--- src/rtl/alu_ctrl.sv ---
// Four-phase command sequencer (IDLE/EXEC/WB/RESP) around the 4-bit combinational alu,
// with a small register file, a {Z,C,S} flag register and valid/ready command/response ports.
module alu (
    input  logic [3:0] A,
    input  logic [3:0] B,
    input  logic [1:0] Op,
    input  logic       l,
    output logic [3:0] R,
    output logic       z,
    output logic       c,
    output logic       s
);
    logic [3:0] x;
    logic [3:0] y;
    logic       cin;
    logic [4:0] sum;

    // Every arithmetic op is x + y + cin: B+1, ~B+1, A+B, A+~B+1
    always_comb begin
        x   = Op[1] ? A : '0;
        y   = Op[0] ? ~B : B;
        cin = (Op != 2'b10);
        sum = {1'b0, x} + {1'b0, y} + {4'b0000, cin};
        R   = sum[3:0];
        c   = sum[4];
        s   = sum[3];
        if (l) begin
            c = 1'b0;
            s = 1'b0;
            case (Op)
                2'b00:   R = A & B;
                2'b01:   R = A | B;
                2'b10:   R = A ^ B;
                default: R = ~A;
            endcase
        end
        z = (R == '0);
    end
endmodule

module alu_ctrl #(
    parameter int NREG  = 4,
    parameter int CNT_W = 8
) (
    input  logic             clk,
    input  logic             rst,
    input  logic             cmd_valid,
    output logic             cmd_ready,
    input  logic [11:0]      cmd,
    output logic             rsp_valid,
    input  logic             rsp_ready,
    output logic [3:0]       rsp_data,
    output logic [2:0]       rsp_flags,
    output logic             rsp_err,
    output logic [CNT_W-1:0] ops_done
);
    typedef enum logic [1:0] {IDLE, EXEC, WB, RESP} state_t;
    typedef enum logic [1:0] {K_ALU, K_LOADI, K_READ, K_RSVD} kind_t;

    state_t           state_q, state_d;
    logic [11:0]      cmd_q;
    logic [3:0]       rf_q [NREG];
    logic [2:0]       flags_q, flags_d;
    logic [3:0]       res_q;
    logic             z_q, c_q, s_q;
    logic [3:0]       rsp_data_q, rsp_data_d;
    logic [2:0]       rsp_flags_q;
    logic             rsp_err_q, rsp_err_d;
    logic [CNT_W-1:0] cnt_q;
    logic             wr_en;
    logic [3:0]       wr_data;

    kind_t      kind;
    logic       cmd_l;
    logic [1:0] cmd_op, rd, ra, rb;
    logic [3:0] imm;

    logic [3:0] alu_a, alu_b, alu_r;
    logic [1:0] alu_op;
    logic       alu_l, alu_z, alu_c, alu_s;

    assign kind   = kind_t'(cmd_q[11:10]);
    assign cmd_l  = cmd_q[9];
    assign cmd_op = cmd_q[8:7];
    assign rd     = cmd_q[6:5];
    assign ra     = cmd_q[4:3];
    assign rb     = cmd_q[2:1];
    assign imm    = cmd_q[3:0];

    // ALU inputs are parked at zero unless an ALU command is in flight
    always_comb begin
        alu_a  = '0;
        alu_b  = '0;
        alu_op = '0;
        alu_l  = 1'b0;
        if (state_q != IDLE && kind == K_ALU) begin
            alu_a  = rf_q[ra];
            alu_b  = rf_q[rb];
            alu_op = cmd_op;
            alu_l  = cmd_l;
        end
    end

    alu u_alu (
        .A  (alu_a),
        .B  (alu_b),
        .Op (alu_op),
        .l  (alu_l),
        .R  (alu_r),
        .z  (alu_z),
        .c  (alu_c),
        .s  (alu_s)
    );

    always_comb begin
        state_d = state_q;
        case (state_q)
            IDLE:    if (cmd_valid) state_d = EXEC;
            EXEC:    state_d = WB;
            WB:      state_d = RESP;
            RESP:    if (rsp_ready) state_d = IDLE;
            default: state_d = IDLE;
        endcase
    end

    // Logic-mode results refresh only Z; C and S from the ALU are meaningless there
    always_comb begin
        wr_en      = 1'b0;
        wr_data    = res_q;
        flags_d    = flags_q;
        rsp_data_d = '0;
        rsp_err_d  = 1'b0;
        case (kind)
            K_ALU: begin
                wr_en      = 1'b1;
                rsp_data_d = res_q;
                flags_d    = cmd_l ? {z_q, flags_q[1:0]} : {z_q, c_q, s_q};
            end
            K_LOADI: begin
                wr_en      = 1'b1;
                wr_data    = imm;
                rsp_data_d = imm;
            end
            K_READ:  rsp_data_d = rf_q[rd];
            default: rsp_err_d  = 1'b1;
        endcase
    end

    always_ff @(posedge clk) begin
        if (rst) begin
            state_q     <= IDLE;
            cmd_q       <= '0;
            flags_q     <= '0;
            res_q       <= '0;
            z_q         <= 1'b0;
            c_q         <= 1'b0;
            s_q         <= 1'b0;
            rsp_data_q  <= '0;
            rsp_flags_q <= '0;
            rsp_err_q   <= 1'b0;
            cnt_q       <= '0;
            for (int unsigned i = 0; i < NREG; i++) rf_q[i] <= '0;
        end else begin
            state_q <= state_d;
            if (state_q == IDLE && cmd_valid) cmd_q <= cmd;
            if (state_q == EXEC) begin
                res_q <= alu_r;
                z_q   <= alu_z;
                c_q   <= alu_c;
                s_q   <= alu_s;
            end
            if (state_q == WB) begin
                if (wr_en) rf_q[rd] <= wr_data;
                flags_q     <= flags_d;
                rsp_data_q  <= rsp_data_d;
                rsp_flags_q <= flags_d;
                rsp_err_q   <= rsp_err_d;
            end
            if (state_q == RESP && rsp_ready) cnt_q <= cnt_q + 1'b1;
        end
    end

    assign cmd_ready = (state_q == IDLE) && !rst;
    assign rsp_valid = (state_q == RESP);
    assign rsp_data  = rsp_data_q;
    assign rsp_flags = rsp_flags_q;
    assign rsp_err   = rsp_err_q;
    assign ops_done  = cnt_q;
endmodule

--- config.mk ---
export PLATFORM = sky130hd
export DESIGN_NAME = alu_ctrl
export DESIGN_NICKNAME = d
export VERILOG_FILES = /design/src/rtl/alu_ctrl.sv
export SDC_FILE = /design/constraint.sdc
export NUM_CORES = 1
export LEC_CHECK = 0
export ABC_AREA = 1
export BUFFER_PORTS_ARGS = -buffer_cell sky130_fd_sc_hd__buf_4
export CORE_ASPECT_RATIO = 1.1
export CORE_UTILIZATION = 63
export CTS_CLUSTER_SIZE = 12
export DETAILED_ROUTE_END_ITERATION = 7
export GPL_ROUTABILITY_DRIVEN = 1
export MAX_ROUTING_LAYER = met4
export PLACE_DENSITY = 0.85
export RECOVER_POWER = 50
export SETUP_SLACK_MARGIN = 0.1
export SLEW_MARGIN = 25
export SYNTH_ARGS = -nofsm -noshare
export SYNTH_HDL_FRONTEND = slang
export SYNTH_SLANG_ARGS = --single-unit
export TNS_END_PERCENT = 30
--- constraint.sdc ---
create_clock -name clk -period 5.55 [get_ports clk]
set_input_delay 0.2775 -clock clk [delete_from_list [all_inputs] [get_ports clk]]
set_output_delay 0.2775 -clock clk [all_outputs]
set_load 0.03 [all_outputs]
---- Word-level counts from Yosys, hierarchy flattened ----
Memory sizes are Yosys's and may differ from the RTL's. A register that Yosys moved wholly into a read port is not among the register bits.
Index checks and enable logic that the tools add are counted.
cells by class
  add/subtract/negate cells ............... 3
  equal/unequal tests ..................... 10
  reductions and logical operators ........ 16
  bitwise gates (word level) .............. 6
  mux-type cells .......................... 34
operator list
  kind                 number
  $mux 4               7
  $pmux 4 s3           2
  $mux 2               11
  $mux 1               12
  $add 8x1->8 const B  1
  $eq 2x2->1 const B   4
  $not 4->4            2
  $pmux 2 s4           1
  $eq 2x1->1 const B   3
  $logic_not 2->1      3
  $add 4x4->5          1
  $add 5x1->5          1
  $and 4x4->4          1
  $logic_and 1x1->1    4
  $logic_not 4->1      1
  $ne 2x2->1 const B   2
  $or 4x4->4           1
  $reduce_and 2->1     2
  $reduce_or 4->1      1
  $xor 4x4->4          1
  $mux 3               1
  $reduce_and 3->1     1
  $reduce_or 3->1      1
  $ne 2x1->1 const B   1
  other kinds (4)      4
word-level totals
  logic and storage cells ................. 81
  output and inout bits ................... 18
  input port bits ......................... 16
  memory bits (writable) .................. 16
  memories ................................ 1
  register bits ........................... 37
memory list
  name  depth  width  rd ports  clocked after memory_dff  wr ports  RTL line  source
  rf_q  4      4      3         3                         4         62        logic [3:0] rf_q [NREG];

---- Depth between registers and ports, before layout ----
  depth in word-level cells ............... 9
  gate-level depth with buffers ........... 17
  gate-level depth less buffers ........... 17

---- Modules after synthesis ----
A second synthesis with hierarchy kept.
second synthesis, totals
  cells, all modules ...................... 479
  area, all modules ....................... 3430.8 sq um
by module, submodules not included
  module    cells an instance  sequential area each (sq um)  area each (sq um)  instances
  alu_ctrl  379                1341.3                        2845.2             1
  alu       100                0.0                           585.6              1

---- Worst setup path after synthesis ----
No wires, ideal clock.
  path kind ............................... register to register
  start ................................... register state_q[0]
  end ..................................... register res_q[2]
  clock period less this slack ............ 2.758 ns
  required time ........................... 5.435 ns
  path buffers ............................ 0
  setup time .............................. 0.115 ns
  stages on the path, launching flop included .. 15
  arrival ................................. 2.643 ns
  slack ................................... 2.792 ns
  cells stage by stage .................... dfxtp_1 -> inv_1 -> ha_1 -> inv_2 -> nand2_4 -> inv_6 -> nand3_1 -> xor2_1 -> fa_1 -> fa_1 -> or2_2 -> nand3_1 -> nand2_1 -> o21ai_0 -> inv_1
on the way
  cells in the longest elaborated chain, start to end .. 8
  elaborated cells on any way between the ends .. 22
  those cells by class .................... 2 x add/sub; 4 x eq/ne; 8 x mux; 5 x bitwise; 3 x reduce/logical
RTL lines
  element                 RTL line  source
  from (decl)             60        state_t state_q, state_d;
  from (signal assigned)  164       state_q <= state_d;
  $reduce_bool 2->1       96        if (state_q != IDLE && kind == K_ALU) begin
  $logic_and 1x1->1       96
  $mux 4                  96
  $not 4->4               21        y = Op[0] ? ~B : B;
  $mux 4                  21
  $add 4x4->5             23        sum = {1'b0, x} + {1'b0, y} + {4'b0000, cin};
  $add 5x1->5             23
  $mux 4                  27        if (l) begin
  to (signal assigned)    167       res_q <= alu_r;
  to (decl)               64        logic [3:0] res_q;
Parallel ways exist; a longest one is shown, timed or not.
A chain may end at the register's enable or synchronous reset.

---- Final worst setup path ----
  start ................................... register state_q[0]
  end ..................................... register z_q
on the way
  cells in the longest elaborated chain, start to end .. 9
  elaborated cells on any way between the ends .. 23
  those cells by class .................... 2 x add/sub; 4 x eq/ne; 8 x mux; 5 x bitwise; 4 x reduce/logical
RTL lines
  element               RTL line  source
  $reduce_bool 2->1     96
  $logic_and 1x1->1     96
  $mux 4                96
  $not 4->4             21
  $mux 4                21
  $add 4x4->5           23
  $add 5x1->5           23
  $mux 4                27
  $logic_not 4->1       37        z = (R == '0);
  to (signal assigned)  168       z_q <= alu_z;
  to (decl)             65        logic z_q, c_q, s_q;
Parallel ways exist; a longest one is shown, timed or not.

==> flow_summary.toml <==
[routing]
firstDrtPassIters = 5
routed_wl_um = 7620
avgViaCountPerCell = 5.61
vias = 3011
drt_iter0_markers = 314
drc_errors = 0
antenna_left = 0
wl_per_cell_um = 14.2

[sta]
skew_ns = 0.00791
period_needed_ns = 3.13
slew_viol_final = 0
fmax_mhz = 320
fin_tns_setup_ns = 0
rsz0062_at_grt = "no"
worst_pin_slew_ns = 0.793
fin_crit_sh_pct = 56.3
fin_ws_ns = 2.42
relSlewSlack_pct = 46.7
setup_viol = 0
hold_violations = 0

[layout]
final-seq-area_um2 = 1340
nets = 510
fillers = 393
final_common_cell = "nand2_1"
final_area_um2 = 3630
layout_common_cells = "nand2_1 (77), inv_1 (67), nor2_1 (59)"
drive_gt1_share_pct = 7.48
n_antenna_cell = 0
area_growth_pct = 12.2
stdcell_count = 537
multi_input_area_um2 = 1590

[yosys]
synth-adder-area-share_pct = 7.43
synth_top_family_by_area = "simple AND/OR/NAND/NOR gates"
synth_top_area_cell = "dfxtp_1"
syn_area_um2 = 3230
synth_edf_count = 16
synthSimpleGateAreaFrac_pct = 22.8
syn_inst = 441
yosys_warnings = 0
synthFlopType = "dfxtp_1"
synth.distinct_cells = 29
synthXorXnorAreaFrac_pct = 1.63
synthMuxAreaShare_pct = 0
syn_avg_cell_area_um2 = 7.33
synth-seq-cells = 59
synth-compound-area-share_pct = 17.2
synth_top_cell_area_share_pct = 26.6
async_flop_share_pct = 0
synthTopCellsByArea = "dfxtp_1 (27%), edfxtp_1 (15%), nand2_1 (8.9%)"
ys_seq_area_share_pct = 41.5
synth_nets = 475

[clocking]
htree_levels = 3
clock_latency_ns = 0.34
cts_root_buf = "clkbuf_8"
cts_sinks = 59
clk_pin_slew_ns = 0.06
cts-buffers-inserted = 9
cts-resized-gates = 0
post_cts_buffers = 0
cts_buffer_depth = 2
cts_tree = "built"
hold_buffers = 0

[run]
max_cap_violations = 0

[floorplan]
start_util_pct = 67.6
die_w_um = 70.3
std_cell_rows = 26
die_area_um2 = 5420
num_io_pins = 34
coreArea_um2 = 4780
die_height_um = 77.1

[power]
leakagePower_uw = 0.00164
powerDensity_nw_per_um2 = 449
total_power_uw = 1630
peakVddDrop_v = 0.000288

[global_routing]
grt-ovfl-total = 0
grt_max_degree = 27
antenna_found_initial = 0
grt_pass1_vias = 2774
grt_pass1_wl_um = 13100
track_usage_pct = 31.9

[setup_path]
crit_fanout = 8
cp.required_ns = 5.82
crit_arrival_ns = 3.39
startpoint_type = "flop"
crit_type = "reg -> reg"
end_kind = "flop"

[place]
dp_slack_ns = 2.57
dp.cells = 521
numPortBuffers = 33
routabilityCongestion = 0.924
hpwl_um = 5790
placed_area_um2 = 3510

[min_path]
min_path_type = "in -> reg"

[outcome]
status = "finished, final reports clean"
[path summary, 6_finish.rpt]
check	start	end	slack, ns	depth (start not counted)
worst max-delay path	state_q[0]$_SDFFE_PP0P_	z_q$_SDFFE_PP0N_	2.42	15
worst min-delay path	cmd[0]	cmd_q[0]$_SDFFE_PP0P_	0.23	3
worst max register to register	state_q[0]$_SDFFE_PP0P_	z_q$_SDFFE_PP0N_	2.42	15
worst min register to register	rsp_flags[0]$_SDFFE_PP0P_	rsp_flags[0]$_SDFFE_PP0P_	0.47	2
[kinds of logic (layout without fill, tap and decap cells)]
family,Yosys count,count (layout)
AOI/OAI and AO/OA,105,105
xor gates and xnor gates,6,6
adders and majority gates,18,18
buffers and inverters,79,119
DFF,59,59
and+or+nand+nor,174,174
[metal layers]
layer | share of wire (%) | global-route usage, % | wire length (um) | up-vias
met1 | 44 | 39.7 | 3390 | 1373
met3 | 5.9 | 6.83 | 450 | 18
met5 | 0 | - | 0 | -
met4 | 1.7 | 11.0 | 129 | 0
li1 | - | - | - | 1500
met2 | 48 | 51.0 | 3650 | 120
[final cells by class]
cell class	instances	share of cell area, %
multi-input combinational	303	43.7
clock inverter	6	1.55
sequential	59	37.0
timing repair buffer	33	4.97
tap	56	1.93
inverter	70	7.38
clock buffer	10	3.52
[Yosys cell counts (2+ instances only)]
master / count
xor2_1: 6
a21oi_1: 40
nand2_1: 77
nand2_4: 2
o21ai_0: 53
a211oi_1: 2
o211ai_1: 3
inv_1: 64
clkbuf_1: 5
edfxtp_1: 16
nand3_2: 2
nor2_1: 59
nand3_1: 24
inv_2: 5
buf_2: 4
ha_1: 16
nor3_1: 4
fa_1: 2
a21boi_0: 4
dfxtp_1: 43
nand4_1: 2
[critical path: stages (launching register included)]
cell and delay [ns]:
dfxtp_1 0.37, inv_1 0.09, ha_1 0.23, inv_1 0.24, nand2_4 0.12, inv_6 0.10
nand3_1 0.15, xor2_1 0.19, fa_1 0.47, fa_1 0.38, or2_2 0.30, nand3_1 0.08
nand2_1 0.07, nor2_1 0.09, nand2_1 0.06, a21oi_1 0.11
[per-stage QoR]
step                utilization [%]  hold WS [ns]
floorplan                         -         0.444
global placement               73.4         0.454
detailed placement             73.4         0.461
CTS                            77.3         0.218
global route                   75.9         0.248
finish                         75.9         0.225
[report_power, final]
part	leakage, uW	internal, uW	switching [uW]
Sequential	0.000518	529	76.0
Clock	0.0000850	203	164
Combinational	0.00104	205	452
Total	0.00164	937	692
Note: power is estimated with default switching activity, not from simulation.
